--- src/rtl/pong_pkg.sv ---
// Shared pong definitions: ball FSM encodings, direction constants and geometry defaults.
package pong_pkg;

    localparam int COORD_W          = 10;
    localparam int DEF_BALL_SIZE    = 8;

    typedef enum logic [1:0] {
        IDLE       = 2'd0,
        SERVE_WAIT = 2'd1,
        MOVE       = 2'd2,
        SCORED     = 2'd3
    } ball_state_e;

    localparam logic DIR_LEFT  = 1'b0;
    localparam logic DIR_RIGHT = 1'b1;
    localparam logic DIR_UP    = 1'b0;
    localparam logic DIR_DOWN  = 1'b1;

endpackage

--- src/rtl/ball_tick_gen.sv ---
// Free-running divider: tick_o is high for the one cycle where the counter sits at STEP_DIV-1.
module ball_tick_gen #(
    parameter int STEP_DIV = 500000
) (
    input  logic CLK_100MHz,
    input  logic Reset,
    output logic tick_o
);

    localparam int CW = (STEP_DIV > 1) ? $clog2(STEP_DIV) : 1;
    localparam logic [CW-1:0] LAST = CW'(STEP_DIV - 1);

    logic [CW-1:0] cnt_q, cnt_d;

    assign tick_o = (cnt_q == LAST);

    always_comb begin
        cnt_d = tick_o ? '0 : cnt_q + CW'(1);
    end

    always_ff @(posedge CLK_100MHz or posedge Reset) begin
        if (Reset) cnt_q <= '0;
        else       cnt_q <= cnt_d;
    end

endmodule

--- src/rtl/ball_motion.sv ---
// Pong ball engine: moves an 8x8 box per tick, bounces off walls/paddles, pulses score on a miss.
// Optional BALL_SPEEDUP_EN: each paddle hit adds one pixel of step, saturating at 2*STEP.
module ball_motion
    import pong_pkg::*;
#(
    parameter int BALL_SIZE   = DEF_BALL_SIZE,
    parameter int STEP        = 2,
    parameter int STEP_DIV    = 500000,
    parameter int SERVE_TICKS = 50,
    parameter int START_H     = 316,
    parameter int START_V     = 236
) (
    input  logic       CLK_100MHz,
    input  logic       Reset,
    input  logic [9:0] padLHmin,
    input  logic [9:0] padLHmax,
    input  logic [9:0] padLVmin,
    input  logic [9:0] padLVmax,
    input  logic [9:0] padRHmin,
    input  logic [9:0] padRHmax,
    input  logic [9:0] padRVmin,
    input  logic [9:0] padRVmax,
    input  logic [9:0] borderHmin,
    input  logic [9:0] borderHmax,
    input  logic [9:0] borderVmin,
    input  logic [9:0] borderVmax,
    input  logic       Serve,
    output logic [9:0] Hmin,
    output logic [9:0] Hmax,
    output logic [9:0] Vmin,
    output logic [9:0] Vmax,
    output logic       scoreL,
    output logic       scoreR,
    output logic       dirH,
    output logic       dirV,
    output logic [1:0] state
);

    localparam int W  = COORD_W;
    localparam int SW = (SERVE_TICKS > 1) ? $clog2(SERVE_TICKS) : 1;
    localparam logic [W-1:0]  SZ    = W'(BALL_SIZE);
    localparam logic [W-1:0]  SZ1   = W'(BALL_SIZE - 1);
    localparam logic [W-1:0]  ONE   = W'(1);
    localparam logic [W-1:0]  STEPW = W'(STEP);
    localparam logic [W-1:0]  CTR_H = W'(START_H);
    localparam logic [W-1:0]  CTR_V = W'(START_V);
    localparam logic [SW-1:0] SRV_LAST = SW'(SERVE_TICKS - 1);

    ball_state_e   state_q, state_d;
    logic [W-1:0]  hmin_q, hmin_d, hmax_q, vmin_q, vmin_d, vmax_q;
    logic          dirh_q, dirh_d, dirv_q, dirv_d;
    logic          scl_q, scl_d, scr_q, scr_d;
    logic [SW-1:0] srv_q, srv_d;
    logic [W-1:0]  s;
    logic          tick, hit, miss, ovl, ovr;

    ball_tick_gen #(.STEP_DIV(STEP_DIV)) u_tick (
        .CLK_100MHz (CLK_100MHz),
        .Reset      (Reset),
        .tick_o     (tick)
    );

    assign ovl = (vmax_q >= padLVmin) && (vmin_q <= padLVmax);
    assign ovr = (vmax_q >= padRVmin) && (vmin_q <= padRVmax);

    always_comb begin
        state_d = state_q;
        hmin_d  = hmin_q;
        vmin_d  = vmin_q;
        dirh_d  = dirh_q;
        dirv_d  = dirv_q;
        scl_d   = 1'b0;
        scr_d   = 1'b0;
        srv_d   = srv_q;
        hit     = 1'b0;
        miss    = 1'b0;
        case (state_q)
            IDLE: begin
                hmin_d = CTR_H;
                vmin_d = CTR_V;
                srv_d  = '0;
                if (Serve) state_d = SERVE_WAIT;
            end
            SERVE_WAIT: begin
                if (tick) begin
                    if (srv_q == SRV_LAST) begin
                        srv_d   = '0;
                        state_d = MOVE;
                    end else begin
                        srv_d = srv_q + SW'(1);
                    end
                end
            end
            MOVE: begin
                if (tick) begin
                    if (dirv_q == DIR_DOWN) begin
                        if (vmax_q + s >= borderVmax) begin
                            vmin_d = borderVmax - SZ1;
                            dirv_d = DIR_UP;
                        end else begin
                            vmin_d = vmin_q + s;
                        end
                    end else if (vmin_q <= borderVmin + s) begin
                        vmin_d = borderVmin;
                        dirv_d = DIR_DOWN;
                    end else begin
                        vmin_d = vmin_q - s;
                    end
                    // Thresholds add s to the fixed side so nothing underflows.
                    if (dirh_q == DIR_LEFT) begin
                        if (hmin_q > padLHmax && hmin_q <= padLHmax + s && ovl) begin
                            hmin_d = padLHmax + ONE;
                            dirh_d = DIR_RIGHT;
                            hit    = 1'b1;
                        end else if (hmin_q <= borderHmin + s) begin
                            miss   = 1'b1;
                            scr_d  = 1'b1;
                            dirh_d = DIR_LEFT;
                        end else begin
                            hmin_d = hmin_q - s;
                        end
                    end else begin
                        if (hmax_q < padRHmin && hmax_q + s >= padRHmin && ovr) begin
                            hmin_d = padRHmin - SZ;
                            dirh_d = DIR_LEFT;
                            hit    = 1'b1;
                        end else if (hmax_q + s >= borderHmax) begin
                            miss   = 1'b1;
                            scl_d  = 1'b1;
                            dirh_d = DIR_RIGHT;
                        end else begin
                            hmin_d = hmin_q + s;
                        end
                    end
                    if (miss) begin
                        state_d = SCORED;
                        hmin_d  = CTR_H;
                        vmin_d  = CTR_V;
                        dirv_d  = DIR_DOWN;
                    end
                end
            end
            SCORED:  state_d = IDLE;
            default: state_d = IDLE;
        endcase
    end

`ifdef BALL_SPEEDUP_EN
    logic [W-1:0] s_q, s_d;

    always_comb begin
        s_d = s_q;
        if (miss)                          s_d = STEPW;
        else if (hit && s_q < W'(2 * STEP)) s_d = s_q + ONE;
    end

    always_ff @(posedge CLK_100MHz or posedge Reset) begin
        if (Reset) s_q <= STEPW;
        else       s_q <= s_d;
    end

    assign s = s_q;
`else
    logic unused_hit;
    assign unused_hit = hit;
    assign s = STEPW;
`endif

    always_ff @(posedge CLK_100MHz or posedge Reset) begin
        if (Reset) begin
            state_q <= IDLE;
            hmin_q  <= CTR_H;
            hmax_q  <= CTR_H + SZ1;
            vmin_q  <= CTR_V;
            vmax_q  <= CTR_V + SZ1;
            dirh_q  <= DIR_RIGHT;
            dirv_q  <= DIR_DOWN;
            scl_q   <= 1'b0;
            scr_q   <= 1'b0;
            srv_q   <= '0;
        end else begin
            state_q <= state_d;
            hmin_q  <= hmin_d;
            hmax_q  <= hmin_d + SZ1;
            vmin_q  <= vmin_d;
            vmax_q  <= vmin_d + SZ1;
            dirh_q  <= dirh_d;
            dirv_q  <= dirv_d;
            scl_q   <= scl_d;
            scr_q   <= scr_d;
            srv_q   <= srv_d;
        end
    end

    assign Hmin   = hmin_q;
    assign Hmax   = hmax_q;
    assign Vmin   = vmin_q;
    assign Vmax   = vmax_q;
    assign dirH   = dirh_q;
    assign dirV   = dirv_q;
    assign scoreL = scl_q;
    assign scoreR = scr_q;
    assign state  = state_q;

endmodule
--- config.mk ---
export PLATFORM = sky130hd
export DESIGN_NAME = ball_motion
export DESIGN_NICKNAME = d
export VERILOG_FILES = /design/src/rtl/pong_pkg.sv /design/src/rtl/ball_tick_gen.sv /design/src/rtl/ball_motion.sv
export SDC_FILE = /design/constraint.sdc
export NUM_CORES = 1
export LEC_CHECK = 0
export BUFFER_PORTS_ARGS = -buffer_cell sky130_fd_sc_hd__buf_2
export CAP_MARGIN = 15
export CORE_MARGIN = 2
export CORE_UTILIZATION = 30
export DETAILED_ROUTE_END_ITERATION = 10
export PLACE_DENSITY_LB_ADDON = 0.15
export REMOVE_ABC_BUFFERS = 1
export SYNTH_ARGS = -nofsm -noshare
export SYNTH_HDL_FRONTEND = slang
export SYNTH_SLANG_ARGS = --single-unit
--- constraint.sdc ---
create_clock -name CLK_100MHz -period 5.8 [get_ports CLK_100MHz]
set_clock_uncertainty 0.2 [all_clocks]
set_input_delay 0.58 -clock CLK_100MHz [delete_from_list [all_inputs] [get_ports CLK_100MHz]]
set_output_delay 0.58 -clock CLK_100MHz [all_outputs]
set_load 0.05 [all_outputs]
# ---- After elaboration in Yosys (flattened, before gate mapping)
# Index checks and enable logic that the tools add are counted.
dict set report totals {
  reg_bits 71
  in_bits 123
}
dict set report op_classes {
  add_sub_neg 16
  magnitude_cmp 12
  eq_ne 10
  n_mux 44
  n_reduce_logical 11
}
# op n
set op_table {}
lappend op_table {{10-bit 2-to-1 mux} 12}
lappend op_table {{10-bit by 2-bit adder with 10-bit output (second input constant)} 7}
lappend op_table {{10-bit >= comparator} 5}
lappend op_table {{10-bit less-or-equal comparator} 5}
lappend op_table {{10-bit case mux with 2 select lines} 2}
lappend op_table {{10-bit by 3-bit adder with 10-bit output (second input constant)} 2}
lappend op_table {{1-bit 2-to-1 mux} 20}
lappend op_table {{10-bit by 2-bit subtractor with 10-bit output (second input constant)} 2}
lappend op_table {{19-bit by 1-bit adder with 19-bit output (second input constant)} 1}
lappend op_table {{19-bit equality test (second input constant)} 1}
lappend op_table {{19-bit 2-to-1 mux} 1}
lappend op_table {{6-bit 2-to-1 mux} 2}
lappend op_table {{6-bit case mux with 2 select lines} 1}
lappend op_table {{10-bit by 1-bit adder with 10-bit output (second input constant)} 1}
lappend op_table {{10-bit greater-than comparator} 1}
lappend op_table {{10-bit less-than comparator} 1}
lappend op_table {{2-bit 2-to-1 mux} 5}
lappend op_table {{10-bit by 3-bit subtractor with 10-bit output (second input constant)} 1}
lappend op_table {{10-bit by 4-bit subtractor with 10-bit output (second input constant)} 1}
lappend op_table {{2-bit case mux with 4 select lines} 1}
lappend op_table {{6-bit by 1-bit adder with 6-bit output (second input constant)} 1}
lappend op_table {{6-bit equality test (second input constant)} 1}
lappend op_table {{1-bit logical AND} 6}
lappend op_table {{2-bit inequality test (second input constant)} 3}
lappend op_table {{other kinds (7)} 10}

# ---- Longest topological paths before layout
# Gate-level depths: netlist of the first run.
dict set report depth {
  word_depth 12
  ltp_mapped 19
  depth_no_buf 18
}

# ---- Hierarchy
# Synthesis of the first run repeated with hierarchy kept, for this count alone.
dict set report unflattened {
  hier_cells 1002
  area_unflattened_um2 8632.0
}
# mod n_inst cells_each area_each_um2 seq_area_each_um2
set by_module_without_submodules {}
lappend by_module_without_submodules {ball_motion 1 910 7697.4 1328.8}
lappend by_module_without_submodules {ball_tick_gen 1 92 934.6 475.5}

# ---- Worst setup path after synthesis of the first run
# No wires, ideal clock.
dict set report synth_path {
  path_kind {reg2reg}
  startpoint {register hmax_q[3], in the netlist Hmax[3]}
  endpoint {register vmax_q[6], in the netlist Vmax[6]}
  setup_ps 75
  arrival_time_ps 4219
  required_time_ps 5525
  setup_slack_ps 1306
  path_stages_with_launch 18
  synth_period_minus_slack_ps 4494
  cell_sequence {dfrtp_1 -> and3_1 -> and2_1 -> nand4_1 -> xnor2_1 -> ha_1 -> nand4_1 -> or3_1 -> a2111oi_4 -> nand3_4 -> a211oi_2 -> buf_6 -> a22o_1 -> inv_1 -> ha_1 -> nor2b_1 -> nor3b_1 -> xor2_1}
}
dict set report synth_between {
  elab_chain_cells 12
  elab_cells_between_ends 15
  cone_classes {add/sub: 2; order compare: 3; mux: 8; reduce/logical: 2}
}
# element line
set synth_lines {}
lappend synth_lines {{start, declared} ball_motion.sv:50} ;# logic [W-1:0] hmin_q, hmin_d, hmax_q, vmin_q, vmin_d, vmax_q;
lappend synth_lines {{start signal, assigned} ball_motion.sv:173} ;# hmax_q <= CTR_H + SZ1;
lappend synth_lines {{start signal, assigned} ball_motion.sv:184} ;# hmax_q <= hmin_d + SZ1;
lappend synth_lines {{10-bit by 2-bit adder with 10-bit output} {ball_motion.sv:123, ball_motion.sv:127}}
lappend synth_lines {{10-bit >= comparator} ball_motion.sv:123} ;# if (hmax_q < padRHmin && hmax_q + s >= padRHmin && ovr) begin
lappend synth_lines {{1-bit logical AND (2 in series)} ball_motion.sv:123}
lappend synth_lines {{1-bit 2-to-1 mux (*)} ball_motion.sv:123}
lappend synth_lines {{1-bit 2-to-1 mux (*)} ball_motion.sv:110} ;# if (dirh_q == DIR_LEFT) begin
lappend synth_lines {{1-bit 2-to-1 mux (*)} ball_motion.sv:95} ;# if (tick) begin
lappend synth_lines {{1-bit 2-to-1 mux (*)} ball_motion.sv:77} ;# case (state_q)
lappend synth_lines {{10-bit 2-to-1 mux (*)} ball_motion.sv:135} ;# if (miss) begin
lappend synth_lines {{10-bit 2-to-1 mux (*)} ball_motion.sv:95}
lappend synth_lines {{10-bit case mux with 2 select lines (*)} ball_motion.sv:77}
lappend synth_lines {{via vmin_d[0]} ball_motion.sv:50}
lappend synth_lines {{10-bit by 3-bit adder with 10-bit output (*)} ball_motion.sv:186} ;# vmax_q <= vmin_d + SZ1;
lappend synth_lines {{end signal, assigned} ball_motion.sv:175} ;# vmax_q <= CTR_V + SZ1;
lappend synth_lines {{end signal, assigned} ball_motion.sv:186}
lappend synth_lines {{end, declared} ball_motion.sv:50}
# Mark *: on every way through the listed nets, which the timed path passes. The rest lies on a longest branch. The select of a mux whose other input is x is not followed.
# A chain may end at the register's enable or synchronous reset.

# ---- Final worst setup path of the first run
dict set report layout_path {
  startpoint {register hmax_q[1], in the netlist Hmax[1]}
  endpoint {register vmax_q[6], in the netlist Vmax[6]}
}
# The elaborated chain is that of the path after synthesis.

==> results.yml, run 1 <==
global_route:
  grt.total_usage_pct: 17.77
  grt-ovfl-total: 0
  grt_max_degree: 64
  antenna_found_initial: 0
  grt_pass1_wl_mm: 40.26
  grt_pass1_vias: 7470
sta:
  hold_viol: 0
  fin_ws_ns: 0.8756
  period_minus_slack_ns: 4.924
  clock.fmax_mhz: 203.1
  timing.final.crit_share_pct: 84.90
  maxSlewViolCount: 0
  worst_pin_slew_ns: 1.021
  relSlewSlack_pct: 31.72
  final.setup.tns_ns: 0
  setup_viol: 0
  rsz0062_at_grt: "false"
cells_and_area:
  antenna_cells: 0
  seq_area_um2: 1804
  final.fill_count: 2914
  multi_input_area_um2: 6035
  drive_gt1_share_pct: 19.86
  final_area_um2: 9829
  fin_nets: 1389
  areaGrowthSynthToFinish_pct: 17.83
setup_path:
  cpPeakStageDelay_ns: 0.63
  r2r_setup_slack_ns: 0.88
  critPathLaunch: "Hmax[1]$_DFF_PP1_"
  crit_path_end_kind: "register"
  cp_common_cell: "ha_1"
  cp_num_buf_inv: 1
  crit_required_ns: 5.88
  path_max_fanout: 14
  reg2reg_to: "Vmax[6]$_DFF_PP1_"
  cp-start-kind: "register"
  r2r-start: "Hmax[1]$_DFF_PP1_"
  cp-endpoint: "Vmax[6]$_DFF_PP1_"
  reg2reg_depth: 16
  crit_cells: 16
  path_delay_family: "compound AO/OA/AOI/OAI gates"
  crit_slowest_cell: "a211oi_2"
  worstPathArrival_ns: 5.01
  path_class: "register to register"
  crit_chain: "ha_1 -> nand4_1 -> xnor2_1 -> ha_1 -> nand4_1 -> a211oi_1 -> a2111oi_2 -> a2111oi_4 -> nand3_4 -> a211oi_2 -> a22o_1 -> inv_1 -> ha_1 -> nor2b_1 -> nor3b_1 -> xor2_1"
place:
  portBuffers: 148
  placed_area_um2: 9533
  place.gp.congestion: 0.8345
  dp_hpwl_mm: 20.75
  post-place-ws_ns: 0.7941
drt:
  vias: 7548
  routedWlPerCell_um: 16.86
  drt_iter0_drc: 331
  viasPerCell: 4.995
  firstDrtPassIters: 4
  ant_nets: 0
  route.detailed.drc: 0
  drt-total-wl_mm: 25.48
floorplanning:
  initial_core_util_pct: 30.28
  ioPinCount: 169
  dieHeight_um: 170.8
  die_w_um: 170.8
  std_cell_rows: 61
  die_area_um2: 29160
  coreArea_um2: 27550
clock_network:
  clk_pin_slew_ns: 0.07
  cts_buffer_depth: 2
  cts_buffers: 9
  cts_tree: "done"
  cts_resized: 0
  cts.sinks: 71
  insertion_delay_ns: 0.35
  htreeDepth: 3
  ctsRootBufferMaster: "clkbuf_16"
min_path:
  hp-class: "register to register"
logic_synthesis:
  synthSimpleGateAreaFrac_pct: 20.07
  ys_types: 86
  syn_avg_cell_area_um2: 8.521
  synth_cells: 979
  synth_compound_area_share_pct: 16.75
  synth.most_common_cell: "ha_1"
  async_flop_share_pct: 100.0
  synth-xor-area-share_pct: 12.18
  synthTopCellsByArea: "ha_1, dfrtp_1, xnor2_1"
  ys_ff_latch: 71
  synth_mux_area_share_pct: 2.565
  synthAdderAreaFrac_pct: 20.70
  synth_commonest_cells: "ha_1, inv_1, xnor2_1"
  synth-main-ff-cell: "dfrtp_1"
  yosysWarningCount: 0
  synth_top_family_by_area: "adder cells"
  synth_top_area_share_pct: 20.70
  yosysTopAreaCell: "ha_1"
  yosysSeqAreaShare_pct: 21.63
  synth_edf_count: 0
  syn-cell-area_um2: 8342
pwr:
  power_w: 0.001310
  p_per_area_nw_per_um2: 133.3
  irDropWorstVdd_uv: 129.1
  p_leak_nw: 4.598
run:
  cap_viol_max_count: 0
outcome:
  status: "completed"
==> area by class of cell <==
class / instances / area share (%)
repair buffers: 158 / 8.325
inverters: 110 / 4.201
clock inverters: 7 / 0.6237
well taps: 378 / 4.812
multi-input cells: 778 / 61.39
flip-flops and latches: 71 / 18.36
clock buffers: 9 / 2.291
==> worst register-to-register path, cell delays in order, from the launching register on <==
cell       delay (ns)
dfstp_2          0.60
ha_1             0.25
nand4_1          0.13
xnor2_1          0.18
ha_1             0.35
nand4_1          0.13
a211oi_1         0.32
a2111oi_2        0.11
a2111oi_4        0.51
nand3_4          0.27
a211oi_2         0.64
a22o_1           0.31
inv_1            0.08
ha_1             0.20
nor2b_1          0.17
nor3b_1          0.25
xor2_1           0.17
==> layout by cell type, fill, tap and decap left out, types with 3 or more instances in the layout <==
cell type	count
nand3_1	50
and3_1	16
or3_1	8
dfstp_2	22
dfrtp_1	49
o21bai_1	5
a21o_1	10
xor2_1	41
o21ai_0	27
mux2i_1	18
o21a_1	5
and4_1	4
nor4_1	13
a21oi_1	43
a211o_1	7
nor3_1	24
inv_1	109
nand4_1	31
a311oi_1	3
a211oi_1	14
a31oi_2	4
or2_2	3
nor3b_1	8
a41oi_1	4
a31oi_1	6
and2_1	6
ha_1	138
nor2b_1	11
nor2_1	59
nand2_1	65
o211ai_1	3
nand2b_1	9
o21ai_1	7
buf_2	148
buf_4	9
xnor2_1	75
clkbuf_16	9
inv_6	3
==> stage by stage <==
stage	cells	utilization (%)	hold slack, ns
finish	1511	35.68	0.2849
global route	1511	35.68	0.3149
CTS	1511	35.68	0.2892
detailed placement	1494	34.60	0.2753
global placement	1494	34.60	0.2751
floorplan	959	-	0.2530
==> sequential cells by signal, summed over array words and instances (netlist names) <==
| register | flops |
|---|---|
| Vmax | 10 |
| scoreR | 1 |
| Hmax | 10 |
| srv_q | 6 |
| u_tick.cnt_q | 19 |
| dirH | 1 |
| scoreL | 1 |
| Hmin | 10 |
| state | 2 |
| Vmin | 10 |
| dirV | 1 |
==> cell families after synthesis <==
| family | after synthesis |
|---|---|
| and+or+nand+nor | 320 |
| AOI/OAI and AO/OA | 183 |
| adders and majority gates | 138 |
| buffers and inverters | 130 |
| xor gates and xnor gates | 116 |
| DFF | 71 |
| muxes | 21 |
==> what timing repair did <==
| item | 4_1_cts | 5_1_grt |
|---|---|---|
| setup buffers | 0 | 0 |
| endpoints found under the hold margin | 8 | 0 |
| hold buffers | 1 | 0 |
==> report_power, final <==
group          total, W  switching [W]  internal, W  leakage (nW)
clock network  0.000546       0.000248     0.000298         0.135
registers      0.000497    0.000000838     0.000496         0.859
logic          0.000267       0.000155     0.000112          3.60
==> per-layer routing <==
layer  GRT usage, %  routed length, µm  vias to the layer above
li1               -                  -                     3824
met1          23.70              12210                     3537
met2          29.43              11690                      162
met3          2.637                973                       25
met4          5.797                603                        0
met5              0                  0                        -
==> how the worst min path moves through the flow <==
stage                               from                         to  slack, ns  cells after the start
2_1_floorplan  u_tick.cnt_q[4]$_DFF_PP0_  u_tick.cnt_q[4]$_DFF_PP0_       0.25                      1
3_3_place_gp   u_tick.cnt_q[4]$_DFF_PP0_  u_tick.cnt_q[4]$_DFF_PP0_       0.28                      1
3_5_place_dp   u_tick.cnt_q[4]$_DFF_PP0_  u_tick.cnt_q[4]$_DFF_PP0_       0.28                      1
4_1_cts        u_tick.cnt_q[4]$_DFF_PP0_  u_tick.cnt_q[4]$_DFF_PP0_       0.29                      1
5_1_grt        u_tick.cnt_q[0]$_DFF_PP0_  u_tick.cnt_q[0]$_DFF_PP0_       0.31                      1
6_report       u_tick.cnt_q[4]$_DFF_PP0_  u_tick.cnt_q[4]$_DFF_PP0_       0.28                      1
Note: power is estimated with default switching activity, not from simulation.
==> run 2: changes to the inputs <==
- clock period: 5.8 -> 4.14 ns (I/O delays scaled with it)
==> run 2 against run 1 <==
Net effect: the run now ends with negative setup slack left; maximum frequency rose by 17%; clock power rose by 57%; cell count rose by 7.4%; clock-buffer cell count rose by 3; sequential share of layout area fell by 1.9 points; routed wire length rose by 4.9%; critical path type unchanged; critical endpoint is now Hmax[8]$_DFF_PP1_.
==> results.yml, run 2 (synthesis gave the netlist of run 1 again) <==
outcome:
  status: "finished, violations left"
  violations: "negative setup slack"
floorplanning:
  std_cell_rows: 61
  dieHeight_um: 170.8
  coreArea_um2: 27550
  die_area_um2: 29160
  ioPinCount: 169
  die_w_um: 170.8
  initial_core_util_pct: 30.28
sta:
  worst_pin_slew_ns: 1.062
  setup_viol: 3
  period_minus_slack_ns: 4.207
  maxSlewViolCount: 0
  clock.fmax_mhz: 237.7
  rsz0062_at_grt: "true"
  relSlewSlack_pct: 29.20
  timing.final.crit_share_pct: 101.6
  hold_viol: 0
  fin_ws_ns: -0.06666
  final.setup.tns_ns: -0.08639
setup_path:
  crit_slowest_cell: "dfstp_2"
  crit_chain: "and2_4 -> nand4_1 -> xnor2_2 -> ha_1 -> nand4_1 -> buf_4 -> a211oi_4 -> a2111oi_4 -> a2111oi_4 -> nand3_4 -> buf_12 -> mux2_4 -> mux2i_2 -> o21a_1 -> ha_2 -> nand2_2 -> and3b_1 -> xor2_1"
  cp-start-kind: "register"
  r2r_setup_slack_ns: -0.07
  r2r-start: "Hmax[6]$_DFF_PP1_"
  worstPathArrival_ns: 4.28
  cpPeakStageDelay_ns: 0.53
  reg2reg_to: "Hmax[8]$_DFF_PP1_"
  crit_path_end_kind: "register"
  path_max_fanout: 4
  path_class: "register to register"
  reg2reg_depth: 18
  crit_required_ns: 4.21
pwr:
  combinationalPowerShare_pct: 21.2
  irDropWorstVdd_uv: 211.9
  switching_power_w: 0.0005375
  swShare_pct: 27.27
  p_int_w: 0.001434
  p_clk_share_pct: 43.5
  p_per_area_nw_per_um2: 180.0
  power_w: 0.001971
  p_leak_nw: 5.262
  pwr-share-seq_pct: 35.3
clock_network:
  clk_pin_slew_ns: 0.06
  cts.sinks: 71
  ctsRootBufferMaster: "clkbuf_16"
  cts_tree: "done"
  insertion_delay_ns: 0.35
  cts_buffer_depth: 2
  cts_buffers: 9
  htreeDepth: 3
global_route:
  grt-ovfl-total: 0
  antenna_found_initial: 0
  grt_pass1_wl_mm: 41.50
  grt.total_usage_pct: 18.33
  grt_pass1_vias: 7764
  grt_max_degree: 33
place:
  dp_hpwl_mm: 22.13
  dp_cells: 1593
  portBuffers: 148
  place.gp.congestion: 0.8494
  post-place-ws_ns: -0.09633
drt:
  vias: 7926
  route.detailed.drc: 0
  wl_met1_mm: 12.48
  ant_nets: 0
  top_layer_used: "met4"
  drt_iter0_drc: 431
  drt-total-wl_mm: 26.73
  viasPerCell: 4.884
  routedWlPerCell_um: 16.47
  firstDrtPassIters: 5
  met3_length_mm: 1.076
  wl_met2_mm: 12.82
cells_and_area:
  final.fill_count: 2879
  antenna_cells: 0
  fin_cells: 1623
  final_common_cell: "buf_2"
  top_register: "u_tick.cnt_q"
  final_cell_mix: "buf_2, ha_1, buf_4, inv_1, xnor2_1"
  largest_register_ffs: 19
  fin_nets: 1501
  drive_gt1_share_pct: 29.00
  areaGrowthSynthToFinish_pct: 31.26
min_path:
  holdPathEnd: "u_tick.cnt_q[4]$_DFF_PP0_"
  hp-class: "register to register"
  min_path_cells: 1
  holdCritStartpoint: "u_tick.cnt_q[4]$_DFF_PP0_"
run:
  cap_viol_max_count: 0
[run 2: cell count changes in the layout (fill, tap and decap cells not counted), moves of 2 or more]
cell / delta
ha_1: -2
buf_12: +2
nor2_1: -2
buf_6: +5
xnor2_2: +4
inv_6: -2
clkinvlp_4: -2
buf_4: +105
nor2_2: +2
xnor2_1: -4
bufinv_16: +2
a211oi_1: -2
clkbuf_1: +2
[run 2: layout make-up]
type / count / area, µm² / area share (%)
clock buffers: 12 / 246.5 / 2.251
clock inverters: 4 / 77.57 / 0.7085
inverters: 110 / 412.9 / 3.771
multi-input cells: 778 / 6232 / 56.92
flip-flops and latches: 71 / 1804 / 16.48
well taps: 378 / 473.0 / 4.319
repair buffers: 270 / 1703 / 15.55
[run 2: power by group through the flow]
stage / Sequential [W] / Combinational [W] / Clock, W
after floorplan: 0.000710 / 0.000230 / 0
after global placement: 0.000708 / 0.000410 / 0
after detailed placement: 0.000708 / 0.000414 / 0
after CTS: 0.000697 / 0.000419 / 0.000880
after global routing: 0.000696 / 0.000471 / 0.000918
final: 0.000697 / 0.000418 / 0.000857
[run 2: worst max path at each step]
stage                       from                 to
2_1_floorplan  Hmax[3]$_DFF_PP0_  Vmax[6]$_DFF_PP1_
3_3_place_gp         padLHmax[1]  Vmax[8]$_DFF_PP0_
3_5_place_dp   Hmax[1]$_DFF_PP1_  Hmax[8]$_DFF_PP1_
4_1_cts        Hmax[3]$_DFF_PP0_  Hmax[8]$_DFF_PP1_
5_1_grt        Hmax[3]$_DFF_PP0_  Hmax[8]$_DFF_PP1_
6_report       Hmax[6]$_DFF_PP1_  Hmax[8]$_DFF_PP1_
[run 2: per-stage QoR]
stage	hold slack, ns	utilization [%]	area [µm²]
2_1_floorplan	0.2530	-	8245
3_3_place_gp	0.2511	37.39	10300
3_5_place_dp	0.2696	37.39	10300
4_1_cts	0.2902	39.01	10750
5_1_grt	0.3118	39.74	10950
6_report	0.2873	39.74	10950
[run 2: timing repair]
action / CTS / global route
gates cloned: 0 / 0
pin swaps: 12 / 12
hold buffers: 1 / 0
hold endpoints to repair: 12 / 0
resized for setup: 14 / 28
setup buffers: 6 / 7
endpoints found under the setup margin: 10 / 16
[run 2: worst max-delay path, delay by kind of cell (launching register included)]
kind	cells	cell delay, ns
AO/OA/AOI/OAI	4	0.92
XOR/XNOR	2	0.33
adder cells (fa/ha/maj)	2	0.51
buffers and inverters	2	0.35
flip-flops	1	0.53
multiplexers	2	0.46
AND/OR/NAND/NOR	6	0.82
[run 2: per-layer routing]
layer,track usage [%],up-vias
met5,0,-
met4,3.530,0
met3,2.614,17
met2,31.86,158
met1,24.24,3708
li1,-,4043
==> run 3: changes to the inputs <==
- clock period: 4.14 -> 4.3 ns (I/O delays scaled with it)
==> run 3 against run 2 <==
Net effect: worst hold slack better by 0.0016 ns; sequential power decreased by 3.7%; largest power group unchanged; design area is 4.1% lower; first-iteration DRC count fell by 20%; the run now ends clean; worst setup slack better by 0.10 ns; register-to-register slack improved by 0.10 ns; largest cell class unchanged.
==> results.yml, run 3 (synthesis gave the netlist of run 1 again) <==
floorplanning:
  std_cell_rows: 61
  die_w_um: 170.8
  die_area_um2: 29160
  ioPinCount: 169
  initial_core_util_pct: 30.28
  dieHeight_um: 170.8
  coreArea_um2: 27550
global_route:
  antenna_found_initial: 0
  grt-ovfl-total: 0
  grt_max_degree: 50
  grt_pass1_wl_mm: 41.38
  grt.total_usage_pct: 18.36
  grt_pass1_vias: 7734
outcome:
  status: "completed"
drt:
  ant_nets: 0
  vias: 7866
  routedWlPerCell_um: 16.75
  drt-total-wl_mm: 26.48
  route.detailed.drc: 0
  viasPerCell: 4.975
  firstDrtPassIters: 5
  drt_iter0_drc: 345
sta:
  hold_viol: 0
  rsz0062_at_grt: "true"
  period_minus_slack_ns: 4.267
  relSlewSlack_pct: 27.93
  clock.fmax_mhz: 234.4
  maxSlewViolCount: 0
  worst_pin_slew_ns: 1.081
  timing.final.crit_share_pct: 99.22
  setup_viol: 0
clock_network:
  clk_pin_slew_ns: 0.06
  cts_buffers: 9
  insertion_delay_ns: 0.35
  ctsRootBufferMaster: "clkbuf_16"
  cts.sinks: 71
  htreeDepth: 3
  cts_buffer_depth: 2
  cts_tree: "done"
place:
  dp_hpwl_mm: 21.93
  place.gp.congestion: 0.8698
  portBuffers: 148
setup_path:
  crit_path_end_kind: "register"
  worstPathArrival_ns: 4.33
  path_class: "register to register"
  path_max_fanout: 6
  cp-start-kind: "register"
  crit_required_ns: 4.36
cells_and_area:
  final_cell_mix: "buf_2, ha_1, inv_1, buf_4, xnor2_1"
  antenna_cells: 0
  fin_nets: 1459
  final_common_cell: "buf_2"
  largest_register_ffs: 19
  fin_util_pct: 38.12
  areaGrowthSynthToFinish_pct: 25.90
  drive_gt1_share_pct: 25.85
  top_register: "u_tick.cnt_q"
pwr:
  p_leak_nw: 5.004
  irDropWorstVdd_uv: 197.5
  p_per_area_nw_per_um2: 179.4
  power_w: 0.001884
run:
  cap_viol_max_count: 0
min_path:
  hp-class: "register to register"
[run 3: changes by cell type in the layout (fill, tap and decap cells not counted), moves of 2 or more]
| cell | previous run | this run |
|---|---|---|
| clkinvlp_4 | 0 | 2 |
| nor2_2 | 2 | 0 |
| a211oi_1 | 12 | 14 |
| nor2_1 | 57 | 59 |
| clkbuf_1 | 2 | 0 |
| xnor2_1 | 71 | 73 |
| xnor2_2 | 4 | 2 |
| buf_4 | 114 | 78 |
| buf_6 | 5 | 0 |
[run 3: final timing paths]
path                                      startpoint                        end  slack, ns  depth (start not counted)
max                                Hmax[1]$_DFF_PP1_          Hmax[8]$_DFF_PP1_       0.03                         16
min in group asynchronous                      Reset       srv_q[5]$_DFFE_PP0P_       0.45                          3
min                        u_tick.cnt_q[4]$_DFF_PP0_  u_tick.cnt_q[4]$_DFF_PP0_       0.29                          1
min reg2reg                u_tick.cnt_q[4]$_DFF_PP0_  u_tick.cnt_q[4]$_DFF_PP0_       0.29                          1
max in group asynchronous                      Reset          Hmax[7]$_DFF_PP0_       2.42                          4
max reg2reg                        Hmax[1]$_DFF_PP1_          Hmax[8]$_DFF_PP1_       0.03                         16
[run 3: per-stage QoR]
step	area, µm²	setup slack (ns)	std cells	setup TNS (ns)	hold WS, ns
floorplan	8245	-0.5887	959	-3.074	0.2530
global placement	9998	-0.04826	1556	-0.04826	0.2812
detailed placement	9998	-0.03864	1556	-0.09643	0.2846
CTS	10340	0.06798	1573	0	0.2926
global route	10500	-0.1057	1581	-0.4244	0.3230
finish	10500	0.03339	1581	0	0.2889
[run 3: routing by layer]
layer	wire length, µm	global-route usage, %	share of wire (%)	up-vias
met1	12380	24.46	47	3705
li1	-	-	-	3955
met5	0	0	0	-
met2	12580	31.03	48	187
met3	1138	2.776	4.3	19
met4	378	4.645	1.4	0
[run 3: power breakdown]
part	switching [W]	leakage, nW	internal (W)
Combinational	0.000214	3.99	0.000170
Sequential	0.000000907	0.859	0.000670
Clock	0.000315	0.154	0.000515
[run 3: cell type report]
type / count / area, µm²
inverters: 110 / 412.9
repair buffers: 228 / 1356
clock inverters: 7 / 103.9
fillers: 2871 / 17050
clock buffers: 9 / 225.2
flip-flops and latches: 71 / 1804
multi-input cells: 778 / 6127
well taps: 378 / 473.0
[run 3: repair_timing]
item / 4_1_cts / 5_1_grt
hold endpoints to repair: 22 / 0
hold buffers: 1 / 0
setup endpoints to repair: 0 / 12
setup buffers: 0 / 8
resized for setup: 0 / 19
[run 3: worst max-delay path, stage by stage (launching register included)]
cell and delay [ns]:
dfstp_2 0.55, buf_4 0.14, nand4_1 0.16, xnor2_2 0.20, ha_1 0.30, nand4_1 0.11, or3_4 0.43, a2111oi_4 0.44
nand3_4 0.19, buf_12 0.19, mux2_4 0.29, mux2i_2 0.19, o21a_1 0.20, ha_2 0.20, nand2_2 0.07, and3b_1 0.17
xor2_1 0.16
